==> config.mk <==
export PLATFORM = sky130hd
export DESIGN_NAME = fir_decim_avg_flat
export DESIGN_NICKNAME = d
export VERILOG_FILES = /design/src/rtl/fir_pkg.sv /design/src/rtl/fir_decim_avg_if.sv /design/src/rtl/fir_result_fifo.sv /design/src/rtl/fir_decim_avg.sv /design/src/flat_wrapper.sv
export SDC_FILE = /design/constraint.sdc
export NUM_CORES = 1
export LEC_CHECK = 0
export CAP_MARGIN = 5
export CORE_MARGIN = 1.5
export CORE_UTILIZATION = 55
export DETAILED_ROUTE_END_ITERATION = 8
export PLACE_DENSITY = 0.75
export SETUP_SLACK_MARGIN = 0.5
export SYNTH_ARGS = -nofsm -noshare
export SYNTH_HDL_FRONTEND = slang
export SYNTH_SLANG_ARGS = --single-unit
==> constraint.sdc <==
create_clock -name clk -period 2.86 [get_ports clk]
set_input_delay 0.286 -clock clk [delete_from_list [all_inputs] [get_ports clk]]
set_output_delay 0.286 -clock clk [all_outputs]
set_load 0.02 [all_outputs]
==> src/rtl/fir_pkg.sv <==
// Shared FIR definitions: sample width and the signed sample type.
package fir_pkg;

  localparam int unsigned FIR_DATA_W = 8;

  typedef logic signed [FIR_DATA_W-1:0] sample_t;

endpackage

==> src/rtl/fir_decim_avg_if.sv <==
// Sample input, result output and status signals of the decimating averager.
interface fir_decim_avg_if #(
  parameter int unsigned DATA_W = 8,
  parameter int unsigned FILL_W = 3
) ();

  logic                     in_valid;
  logic signed [DATA_W-1:0] in_data;
  logic                     out_valid;
  logic                     out_ready;
  logic signed [DATA_W-1:0] out_data;
  logic [FILL_W-1:0]        fill;
  logic                     overflow;

  // Producer/consumer side (testbench or upstream FIR plus downstream sink)
  modport master (
    output in_valid, in_data, out_ready,
    input  out_valid, out_data, fill, overflow
  );

  // Averager side
  modport slave (
    input  in_valid, in_data, out_ready,
    output out_valid, out_data, fill, overflow
  );

endinterface

==> src/rtl/fir_result_fifo.sv <==
// Synchronous first-word-fall-through FIFO with an explicit fill counter.
// A push into a full FIFO is ignored unless a pop happens in the same cycle.
module fir_result_fifo
  import fir_pkg::*;
#(
  parameter int unsigned DATA_W = FIR_DATA_W,
  parameter int unsigned DEPTH  = 4
) (
  input  logic                         clk,
  input  logic                         rst,
  input  logic                         push,
  input  logic signed [DATA_W-1:0]     push_data,
  input  logic                         pop,
  output logic signed [DATA_W-1:0]     pop_data,
  output logic                         full,
  output logic                         empty,
  output logic [$clog2(DEPTH):0]       fill
);

  localparam int unsigned PTR_W  = $clog2(DEPTH);
  localparam int unsigned FILL_W = PTR_W + 1;

  logic signed [DATA_W-1:0] mem [DEPTH];
  logic [PTR_W-1:0]         wr_ptr;
  logic [PTR_W-1:0]         rd_ptr;
  logic [FILL_W-1:0]        count;
  logic signed [DATA_W-1:0] last;
  logic                     do_push;
  logic                     do_pop;

  assign full    = (count == FILL_W'(DEPTH));
  assign empty   = (count == '0);
  assign do_pop  = pop && !empty;
  assign do_push = push && (!full || do_pop);
  assign fill    = count;
  // When empty, present the most recently popped value
  assign pop_data = empty ? last : mem[rd_ptr];

  // Storage, pointers, fill counter and last-popped register
  always_ff @(posedge clk) begin
    if (rst) begin
      wr_ptr <= '0;
      rd_ptr <= '0;
      count  <= '0;
      last   <= '0;
      for (int i = 0; i < int'(DEPTH); i++) mem[i] <= '0;
    end else begin
      if (do_push) begin
        mem[wr_ptr] <= push_data;
        wr_ptr      <= wr_ptr + 1'b1;
      end
      if (do_pop) begin
        last   <= mem[rd_ptr];
        rd_ptr <= rd_ptr + 1'b1;
      end
      if (do_push && !do_pop) count <= count + 1'b1;
      else if (!do_push && do_pop) count <= count - 1'b1;
    end
  end

endmodule

==> src/rtl/fir_decim_avg.sv <==
// Decimate the FIR output stream by 2**DECIM_LOG2, emitting the rounded block average
// into a small result FIFO. Results arriving at a full FIFO are dropped and flagged.
module fir_decim_avg
  import fir_pkg::*;
#(
  parameter int unsigned DATA_W     = FIR_DATA_W,
  parameter int unsigned DECIM_LOG2 = 2,
  parameter int unsigned FIFO_DEPTH = 4
) (
  input logic           clk,
  input logic           rst,
  fir_decim_avg_if.slave bus
);

  localparam int unsigned ACC_W = DATA_W + DECIM_LOG2;
  localparam int unsigned PH_W  = (DECIM_LOG2 > 0) ? DECIM_LOG2 : 1;
  localparam logic [PH_W-1:0] LAST_PHASE = PH_W'((1 << DECIM_LOG2) - 1);

  logic signed [ACC_W-1:0]  acc;
  logic signed [ACC_W-1:0]  sum;
  logic [PH_W-1:0]          phase;
  logic signed [DATA_W-1:0] res_next;
  logic signed [DATA_W-1:0] res;
  logic                     res_valid;
  logic                     pop;
  logic                     full;
  logic                     empty;
  logic                     overflow;

  assign sum = acc + ACC_W'(bus.in_data);

  if (DECIM_LOG2 == 0) begin : g_no_decim
    assign res_next = bus.in_data;
  end else begin : g_decim
    logic signed [ACC_W-1:0] rounded;
    // Sum plus half the divisor never exceeds the accumulator range
    always_comb begin
      rounded  = sum + ACC_W'(1 << (DECIM_LOG2 - 1));
      res_next = DATA_W'(rounded >>> DECIM_LOG2);
    end
  end

  // Accumulate samples, close a block on the last phase and register its result
  always_ff @(posedge clk) begin
    if (rst) begin
      acc       <= '0;
      phase     <= '0;
      res       <= '0;
      res_valid <= 1'b0;
    end else begin
      res_valid <= 1'b0;
      if (bus.in_valid) begin
        if (phase == LAST_PHASE) begin
          res       <= res_next;
          res_valid <= 1'b1;
          acc       <= '0;
          phase     <= '0;
        end else begin
          acc   <= sum;
          phase <= phase + 1'b1;
        end
      end
    end
  end

  assign pop           = bus.out_valid && bus.out_ready;
  assign bus.out_valid = !empty;

  fir_result_fifo #(
    .DATA_W (DATA_W),
    .DEPTH  (FIFO_DEPTH)
  ) u_fifo (
    .clk       (clk),
    .rst       (rst),
    .push      (res_valid),
    .push_data (res),
    .pop       (pop),
    .pop_data  (bus.out_data),
    .full      (full),
    .empty     (empty),
    .fill      (bus.fill)
  );

  // Sticky flag: a result met a full FIFO with no simultaneous pop
  always_ff @(posedge clk) begin
    if (rst) overflow <= 1'b0;
    else if (res_valid && full && !pop) overflow <= 1'b1;
  end

  assign bus.overflow = overflow;

endmodule

==> src/flat_wrapper.sv <==
// flat-port wrapper written by rule: the top's interface ports become plain ports
module fir_decim_avg_flat import fir_pkg::*;
#(
  parameter int unsigned DATA_W     = FIR_DATA_W,
  parameter int unsigned DECIM_LOG2 = 2,
  parameter int unsigned FIFO_DEPTH = 4
)
  (clk, rst, bus_in_valid, bus_in_data, bus_out_ready, bus_out_valid, bus_out_data, bus_fill, bus_overflow);
  fir_decim_avg_if #(.DATA_W(DATA_W), .FILL_W(3)) bus_i ();
  input logic clk;
  input logic rst;
  input wire logic [$bits(bus_i.in_valid)-1:0] bus_in_valid;
  input wire logic [$bits(bus_i.in_data)-1:0] bus_in_data;
  input wire logic [$bits(bus_i.out_ready)-1:0] bus_out_ready;
  output wire logic [$bits(bus_i.out_valid)-1:0] bus_out_valid;
  output wire logic [$bits(bus_i.out_data)-1:0] bus_out_data;
  output wire logic [$bits(bus_i.fill)-1:0] bus_fill;
  output wire logic [$bits(bus_i.overflow)-1:0] bus_overflow;
  assign bus_i.in_valid = bus_in_valid;
  assign bus_i.in_data = bus_in_data;
  assign bus_i.out_ready = bus_out_ready;
  assign bus_out_valid = bus_i.out_valid;
  assign bus_out_data = bus_i.out_data;
  assign bus_fill = bus_i.fill;
  assign bus_overflow = bus_i.overflow;
  fir_decim_avg #(.DATA_W(DATA_W), .DECIM_LOG2(DECIM_LOG2), .FIFO_DEPTH(FIFO_DEPTH)) u_core (.clk(clk), .rst(rst), .bus(bus_i));
endmodule
### After elaboration in Yosys (flattened, before gate mapping)

Memory sizes are Yosys's and may differ from the RTL's. A register that Yosys moved wholly into a read port is not among the register bits.
Cells that the tools add are included.

| storage, ports and cells | value |
|---|---|
| register bits | 37 |
| memory bits (writable) | 32 |
| input bits | 12 |
| word-level logic and storage cells | 54 |
| memories kept | 1 |

| operators by class | value |
|---|---|
| add/subtract/negate cells | 7 |
| equal/unequal tests | 2 |
| mux-type cells | 16 |
| bitwise operators | 1 |
| reductions and logical operators | 18 |

Memory list:

| memory | words | width | read ports | clocked after Yosys merged registers in | write ports | line | source |
|---|---|---|---|---|---|---|---|
| u_core.u_fifo.mem | 4 | 8 | 1 | 1 | 4 | fir_result_fifo.sv:23 | `logic signed [DATA_W-1:0] mem [DEPTH];` |

Operators with widths:

| kind | number |
|---|---|
| $mux 8 | 2 |
| $add 10x3->10 const B | 1 |
| $add 10x8->10 | 1 |
| $mux 10 | 1 |
| $mux 2 | 4 |
| $reduce_or 8->1 | 1 |
| $logic_and 1x1->1 | 7 |
| $mux 1 | 7 |
| $add 2x1->2 const B | 3 |
| $mux 3 | 2 |
| $logic_not 1->1 | 5 |
| $add 3x1->3 const B | 1 |
| $eq 3x3->1 const B | 1 |
| $logic_not 3->1 | 1 |
| $sub 3x1->3 const B | 1 |
| $eq 2x2->1 const B | 1 |
| $reduce_and 2->1 | 1 |
| $reduce_bool 2->1 | 1 |
| $reduce_or 2->1 | 1 |
| $logic_or 1x1->1 | 1 |
| $not 1->1 | 1 |

### Depth between registers and ports, before layout

Gate-level depths: netlist (run 1).

| logic depth | value |
|---|---|
| depth after elaboration | 11 |
| depth in mapped cells | 10 |
| mapped depth without buffers | 10 |

### Modules after synthesis

A second synthesis (run 1) with hierarchy kept.

| unflattened totals | value |
|---|---|
| cells, all modules | 315 |
| area, all modules | 3499.6 µm² |

By module, submodules not included:

| module | times used | cells each | area an instance (µm²) |
|---|---|---|---|
| fir_result_fifo | 1 | 170 | 2222.1 |
| fir_decim_avg | 1 | 145 | 1277.5 |

### Worst setup path after synthesis (run 1)

Ideal clock, no wire load.

| path | value |
|---|---|
| path kind | register -> register |
| start | register u_core.u_fifo.count[0], in the netlist u_core.u_fifo.fill[0] |
| end | register u_core.u_fifo.count[2], in the netlist u_core.u_fifo.fill[2] |
| arrival | 2464 ps |
| required time | 2790 ps |
| setup slack | 325 ps |
| stages on the path, launching flop included | 11 |
| period minus slack after synthesis | 2535 ps |
| path through | dfxtp_1 or3_1 buf_2 and2_1 clkinv_1 ha_1 inv_1 fa_1 xor2_1 or3_1 a21oi_1 |

| between the ends | value |
|---|---|
| word-level cells in the longest chain between the ends | 9 |

Ends and longest elaborated chain:

| what | line | source |
|---|---|---|
| from (decl) | fir_result_fifo.sv:26 | `logic [FILL_W-1:0] count;` |
| from (signal assigned) | fir_result_fifo.sv:56 | `if (do_push && !do_pop) count <= count + 1'b1;` |
| from (signal assigned) | fir_result_fifo.sv:57 | `else if (!do_push && do_pop) count <= count - 1'b1;` |
| $logic_not 3->1 (*) | fir_result_fifo.sv:32 | `assign empty = (count == '0);` |
| $logic_not 1->1 (*) | fir_decim_avg.sv:67 | `assign bus.out_valid = !empty;` |
| named net bus_out_valid | flat_wrapper.sv:15 | `output wire logic [$bits(bus_i.out_valid)-1:0] bus_out_valid;` |
| $logic_and 1x1->1 | fir_decim_avg.sv:66 | `assign pop = bus.out_valid && bus.out_ready;` |
| $logic_and 1x1->1 (*) | fir_result_fifo.sv:33 | `assign do_pop = pop && !empty;` |
| $logic_or 1x1->1 | fir_result_fifo.sv:34 | `assign do_push = push && (!full \|\| do_pop);` |
| $logic_and 1x1->1 | fir_result_fifo.sv:34 |  |
| $logic_not 1->1 | fir_result_fifo.sv:57 |  |
| $logic_and 1x1->1 | fir_result_fifo.sv:57 |  |
| $reduce_bool 2->1 (no source line) | -- |  |

Mark *: on every way through the listed nets, which the timed path passes. The rest lies on a longest branch. The select of a mux whose other input is x is not followed.
A chain may end at the register's enable or synchronous reset.

### Final worst setup path (run 1)

| path | value |
|---|---|
| start | input bus_in_data[2] |
| end | register u_core.res[7] |

| between the ends | value |
|---|---|
| word-level cells in the longest chain between the ends | 2 |

Ends and longest elaborated chain:

| what | line | source |
|---|---|---|
| from (decl) | flat_wrapper.sv:13 | `input wire logic [$bits(bus_i.in_data)-1:0] bus_in_data;` |
| $add 10x8->10 | fir_decim_avg.sv:30 | `assign sum = acc + ACC_W'(bus.in_data);` |
| $add 10x3->10 | fir_decim_avg.sv:38 | `rounded = sum + ACC_W'(1 << (DECIM_LOG2 - 1));` |
| to (signal assigned) | fir_decim_avg.sv:54 | `res <= res_next;` |
| to (decl) | fir_decim_avg.sv:23 | `logic signed [DATA_W-1:0] res;` |

Every way passes these cells.

==> run summary, run 1 <==
outcome -> finished clean
crit-path max FO -> 4
number of flops mapped to enable cells by yosys -> 32
net count after synthesis -> 370
Worst-Margin Slew -> 659 ps
leakage power figure -> 0.00169 uW
clock tree from TritonCTS -> done
worst path required time -> 3130 ps
vertical die dimension -> 83.6 um
width of the die -> 83.6 um
Register Area -> 0.00175 mm^2
total I/O pin count -> 25
Final WS setup -> 530 ps
total negative setup slack -> 0 ps
ratio of cells with drive above 1 in the final layout -> 22.0%
number of sinks driven by the clock tree -> 71
number of global-route vias before repair -> 2,619
largest area contributor in the netlist -> edfxtp_1
starting density of the core -> 56.7%
number of remaining DRC errors -> 0
fraction of the mapped netlist area in adder cells -> 5.32%
global-route total usage across every layer -> 21.7%
largest clock skew in the final design -> 7.05 ps
warnings from Yosys -> 0
post-synthesis share of cell area spent on xor and xnor gates -> 5.11%
TritonRoute pass-1 iters -> 4
area of the multi-input gates -> 0.00185 mm^2
Worst IR Drop VDD -> 0.000605 V
Post-Synthesis Cells -> 344
FF+latch count, synth -> 71
top_reg_cell synth -> dfxtp_1
type of element capturing the critical path -> register
H-tree depth reported by CTS -> 3
series of cell instances along the critical path -> clkdlybuf4s50_1 > ha_2 > nor2b_4 > o31a_1 > nor3_1 > o211ai_2 > nor4b_4 > xnor2_1 > a211oi_2
final antenna-violating net count -> 0
total length of routed wires -> 7.22 mm
final hold vios -> 0
delay-heaviest family, CP -> simple AND/OR/NAND/NOR gates
worst hold slack after final layout -> 453 ps
number of core rows -> 29
antenna fix cells -> 0
post-synthesis compound-gate area fraction -> 9.79%
total clock buffers created by CTS -> 9
headroom to the max-slew limit -> 55.7%
number of pins with negative max-slew slack in the final report -> 0
routability congestion estimate -> 0.849
worst skew pair latency -> 350 ps
crit path launch type -> input pin
HPWL after DPL -> 4.94 mm
root cell of the clock tree -> clkbuf_8
Final period util -> 81.5%
vias -> 2,598
post-placement cell area -> 0.00392 mm^2
WS Path Type -> input pin to register
max-cap violations -> 0
synthesized area -> 0.00358 mm^2
Power per Cell Area -> 753 mW/mm^2
first-pass GRT wire length -> 11.9 mm
largest buffer count on any clock path -> 2
Via density -> 5.66
simple-gate share of the synthesized area -> 18.0%
Avg Inst Size Synth -> 10.4 um^2
FFs w/ async S/R, synth -> 0%
arrival time reported for the critical path endpoint -> 2600 ps
routed length per instance -> 15.7 um
area fraction of the dominant cell type after synthesis -> 26.9%
Max Clk Rate -> 429 MHz
type of the worst min-delay path -> input pin to register
placed instance count -> 436
summed area of non-filler cells in the final layout -> 0.00433 mm^2
final critical delay including setup and external delays -> 2330 ps
core footprint -> 0.00631 mm^2
buffer and inverter count on the worst path -> 1
synthesis-to-layout area growth -> 21.0%
post-place setup slack -> 6.11 ps
multiplexer fraction of the synthesized cell area -> 9.23%
fill cell total of the finished layout -> 490
unrepaired setup endpoints after global routing -> true
largest family of logic cells by synthesized area -> simple AND/OR/NAND/NOR gates
synth top area cells -> edfxtp_1 (27%), dfxtp_1 (22%), nor2_1 (5.4%)
share of the yosys chip area belonging to registers -> 48.7%
Setup-failing EPs final -> 0
worst-path cell with the longest stage delay -> clkdlybuf4s50_1
drt first-iter violations -> 138
clk slew on worst S/H paths -> 70 ps
filler-free cell count of the finished design -> 459
delay of the slowest cell on the worst path -> 490 ps
Overflow after GRT -> 0
Total Die Area -> 0.00700 mm^2
Net count, final -> 403
post-cts hold buffer count -> 0
pin count of the biggest net entering global routing -> 44
IO Port Bufs -> 24
post-synthesis cell type count -> 56
number of antenna violations at the first check in global routing -> 0
-- path summary, 6_finish.rpt --
| check | from | to | slack (ps) | cells after the start |
|---|---|---|---|---|
| max reg2reg | u_core.acc[0] | u_core.res[7] | 550 | 10 |
| max | bus_in_data[2] | u_core.res[7] | 530 | 9 |
| min reg2reg | u_core.u_fifo.last[3] | u_core.u_fifo.last[3] | 460 | 2 |
| min | bus_in_data[0] | u_core.acc[0] | 450 | 4 |
-- cell type report --
class / count / share of cell area [%]
repair buffers: 40 / 8.12
multi-input cells: 239 / 42.8
inverters: 16 / 1.45
clock inverters: 6 / 1.50
clock buffers: 10 / 3.44
well taps: 77 / 2.23
flip-flops and latches: 71 / 40.5
-- timing repair --
item / CTS / global route
endpoints found under the hold margin: 0 / 0
setup buffers: 4 / 3
endpoints found under the setup margin: 13 / 14
resized for setup: 17 / 20
pin swaps: 8 / 6
-- placed cells by master (no fill, tap or decap), types with 10 or more instances in the layout --
| master | instances |
|---|---|
| a21oi_1 | 22 |
| and2_1 | 12 |
| buf_4 | 16 |
| clkdlybuf4s50_1 | 14 |
| dfxtp_1 | 35 |
| edfxtp_1 | 32 |
| inv_1 | 15 |
| nand2_1 | 32 |
| nor2_1 | 51 |
| xnor2_1 | 10 |
-- synthesized netlist by cell type, drive strengths merged (6+ instances only) --
cell type and count:
nor2 51, dfxtp 39, edfxtp 32, nand2 32
a21oi 24, inv 15, and2 12, clkbuf 12
ha 12, xnor2 12, nor2b 10, a211oi 8
mux2 8, mux4 8, xor2 8, o21ai 7
buf 6, mux2i 6
-- report_power, final --
part           internal [uW]  switching [uW]  total, uW
Clock                    457             391        847
Combinational            569             601       1170
Sequential              1160            86.3       1240
-- layer usage --
metal	track usage [%]	part of all wire (%)	up-vias
met5	0	0	-
met4	11.0	3.3	0
met3	4.65	3.7	21
met2	39.1	53	57
met1	24.1	40	1263
li1	-	-	1257
-- worst reg2reg max path, stage by stage, from the launching register on --
cell and delay, ps:
dfxtp_2 340, ha_4 150, inv_1 60, fa_2 260, nor2b_4 60, o31a_1 280
nor3_1 270, o211ai_2 170, nor4b_4 310, xnor2_1 120, a211oi_2 200
-- metrics by stage --
step | power (uW) | utilization (%)
final | 3260 | 68.5
after global routing | 3430 | 68.5
after CTS | 3210 | 66.4
after detailed placement | 2380 | 62.1
after global placement | 2350 | 62.1
after floorplan | 2030 | -
-- sequential cells by signal (all words and copies together), names as in the netlist, named ones only --
signal                flops
u_core.acc               10
u_core.bus.overflow       1
u_core.phase              2
u_core.res                8
u_core.res_valid          1
u_core.u_fifo.fill        3
u_core.u_fifo.last        8
u_core.u_fifo.mem        32
u_core.u_fifo.rd_ptr      2
u_core.u_fifo.wr_ptr      2
-- cell families after synthesis --
kind of cell	count (synthesis)
XOR/XNOR	20
AO/OA/AOI/OAI	52
flip-flops	71
buffers and inverters	34
AND/OR/NAND/NOR	131
adder cells (fa/ha/maj)	14
multiplexers	22
No activity file was read; power rests on OpenSTA's default activity.
==> run 2, diff against run 1 <==
clock period = 2.3 ns   (was 2.86 ns; I/O delays follow)
==> run 2 against run 1 <==
Effect of this change: clock skew increased by 2.1 ps; critical path depth increased by 1; count of clock-buffer cells in the layout unchanged; clock power increased by 20%; global-route usage increased by 2.0 points; register-to-register slack got worse by 490 ps; combinational power increased by 75%; cell count increased by 10%; total power increased by 41%; routed wire length increased by 9.5%; cell area increased by 14%; non-clock buffer count increased by 46; critical path type is now register to register; critical endpoint unchanged; largest power group is now combinational logic.
==> run summary, run 2 (synthesis gave the netlist of run 1 again) <==
outcome -> finished clean
antenna fix cells -> 0
first-pass GRT wire length -> 13.0 mm
arrival time reported for the critical path endpoint -> 2460 ps
number of remaining DRC errors -> 0
GR met1 Demand/Resource -> 28.2%
top register by number of flip-flops -> u_core.u_fifo.mem
Net count, final -> 449
synthesis-to-layout area growth -> 37.8%
delay-heaviest family, CP -> compound AO/OA/AOI/OAI gates
series of cell instances along the critical path -> ha_4 > inv_2 > fa_2 > nor2b_4 > o2111ai_2 > a31oi_2 > xnor2_1 > nor4b_4 > xnor2_2 > a211oi_2
number of core rows -> 29
Overflow after GRT -> 0
GRT met2 Usage -> 42.5%
total negative setup slack -> 0 ps
worst skew pair latency -> 350 ps
vertical die dimension -> 83.6 um
clk slew on worst S/H paths -> 80 ps
Worst-Margin Slew -> 500 ps
Total Die Area -> 0.00700 mm^2
Power per Cell Area -> 932 mW/mm^2
headroom to the max-slew limit -> 66.7%
total I/O pin count -> 25
largest clock skew in the final design -> 9.11 ps
final antenna-violating net count -> 0
fill cell total of the finished layout -> 399
vias -> 2,704
final critical delay including setup and external delays -> 2240 ps
TritonRoute pass-1 iters -> 4
routed length per instance -> 15.7 um
Via density -> 5.35
total clock buffers created by CTS -> 9
width of the die -> 83.6 um
worst path required time -> 2520 ps
Worst IR Drop VDD -> 0.000622 V
routability congestion estimate -> 0.938
number of pins with negative max-slew slack in the final report -> 0
most frequent cells in the layout -> nor2_1 (50), buf_4 (50), dfxtp_1 (32), edfxtp_1 (32), nand2_1 (31)
registers with the highest flip-flop counts -> u_core.u_fifo.mem (32), u_core.acc (10)
Max Clk Rate -> 447 MHz
Setup-failing EPs final -> 0
global-route total usage across every layer -> 23.7%
max reg flops -> 32
HPWL after DPL -> 5.25 mm
max-cap violations -> 0
number of global-route vias before repair -> 2,696
worst hold slack after final layout -> 405 ps
IO Port Bufs -> 24
buffer and inverter count on the worst path -> 1
delay of the slowest cell on the worst path -> 360 ps
global routing's busiest layer -> met2
pin count of the biggest net entering global routing -> 39
type of the worst min-delay path -> input pin to register
met3 usage in global routing -> 5.44%
root cell of the clock tree -> clkbuf_8
Final WS setup -> 64.4 ps
largest buffer count on any clock path -> 2
final hold vios -> 0
number of sinks driven by the clock tree -> 71
worst-path cell with the longest stage delay -> fa_2
Final period util -> 97.2%
Register Area -> 0.00176 mm^2
post-cts hold buffer count -> 0
type of element capturing the critical path -> register
core footprint -> 0.00631 mm^2
H-tree depth reported by CTS -> 3
number of antenna violations at the first check in global routing -> 0
crit path launch type -> register
final core area utilization -> 78.1%
placed instance count -> 471
leakage power figure -> 0.00196 uW
drt first-iter violations -> 176
area of the multi-input gates -> 0.00204 mm^2
starting density of the core -> 56.7%
clock tree from TritonCTS -> done
crit-path max FO -> 3
total length of routed wires -> 7.91 mm
WS Path Type -> register to register
ratio of cells with drive above 1 in the final layout -> 38.8%
post-place setup slack -> -318 ps
filler-free cell count of the finished design -> 505
unrepaired setup endpoints after global routing -> true
==> run 2: area by class of cell <==
| cell class | count | area share, % |
|---|---|---|
| Inverter | 16 | 1.37 |
| Clock inverter | 6 | 1.37 |
| Sequential cell | 71 | 35.6 |
| Tap cell | 77 | 1.95 |
| Multi-Input combinational cell | 239 | 41.4 |
| Timing Repair Buffer | 86 | 15.6 |
| Clock buffer | 10 | 2.79 |
==> run 2: worst reg2reg max path: cells and delay by family, from the launching register on <==
kind | cells | cell delay [ps]
compound gates | 3 | 520
fa+ha+maj | 2 | 490
simple gates | 2 | 450
flops | 1 | 350
xor+xnor | 2 | 290
buf+inv | 1 | 30
==> run 2: layer usage <==
metal  wire length [um]  up-vias
met4                170        0
met2               4240       48
li1                   -     1350
met5                  0        -
met3                208       14
met1               3290     1292
==> run 2: where the power goes <==
group          switching, uW  internal (uW)
sequential              87.0           1440
combinational            930           1120
clock                    486            534
total                   1500           3090
==> run 2: worst paths after layout <==
check	depth (start not counted)	start	slack (ps)	endpoint
worst min register to register	2	u_core.u_fifo.last[3]	460	u_core.u_fifo.last[3]
worst max-delay path	10	u_core.acc[0]	60	u_core.res[7]
worst max register to register	10	u_core.acc[0]	60	u_core.res[7]
worst min-delay path	4	bus_in_data[0]	410	u_core.acc[0]
==> run 2: repair_timing <==
item,in CTS,in global routing
buffers inserted,12,6
pin swaps,13,14
endpoints found under the setup margin,32,65
gates resized for setup,72,35
==> run 2: per-stage QoR <==
stage | total power (uW) | instance area [um^2]
final | 4590 | 4930
after global routing | 4830 | 4930
after CTS | 4380 | 4740
after detailed placement | 3200 | 4300
after global placement | 3170 | 4300
after floorplan | 2590 | 3710
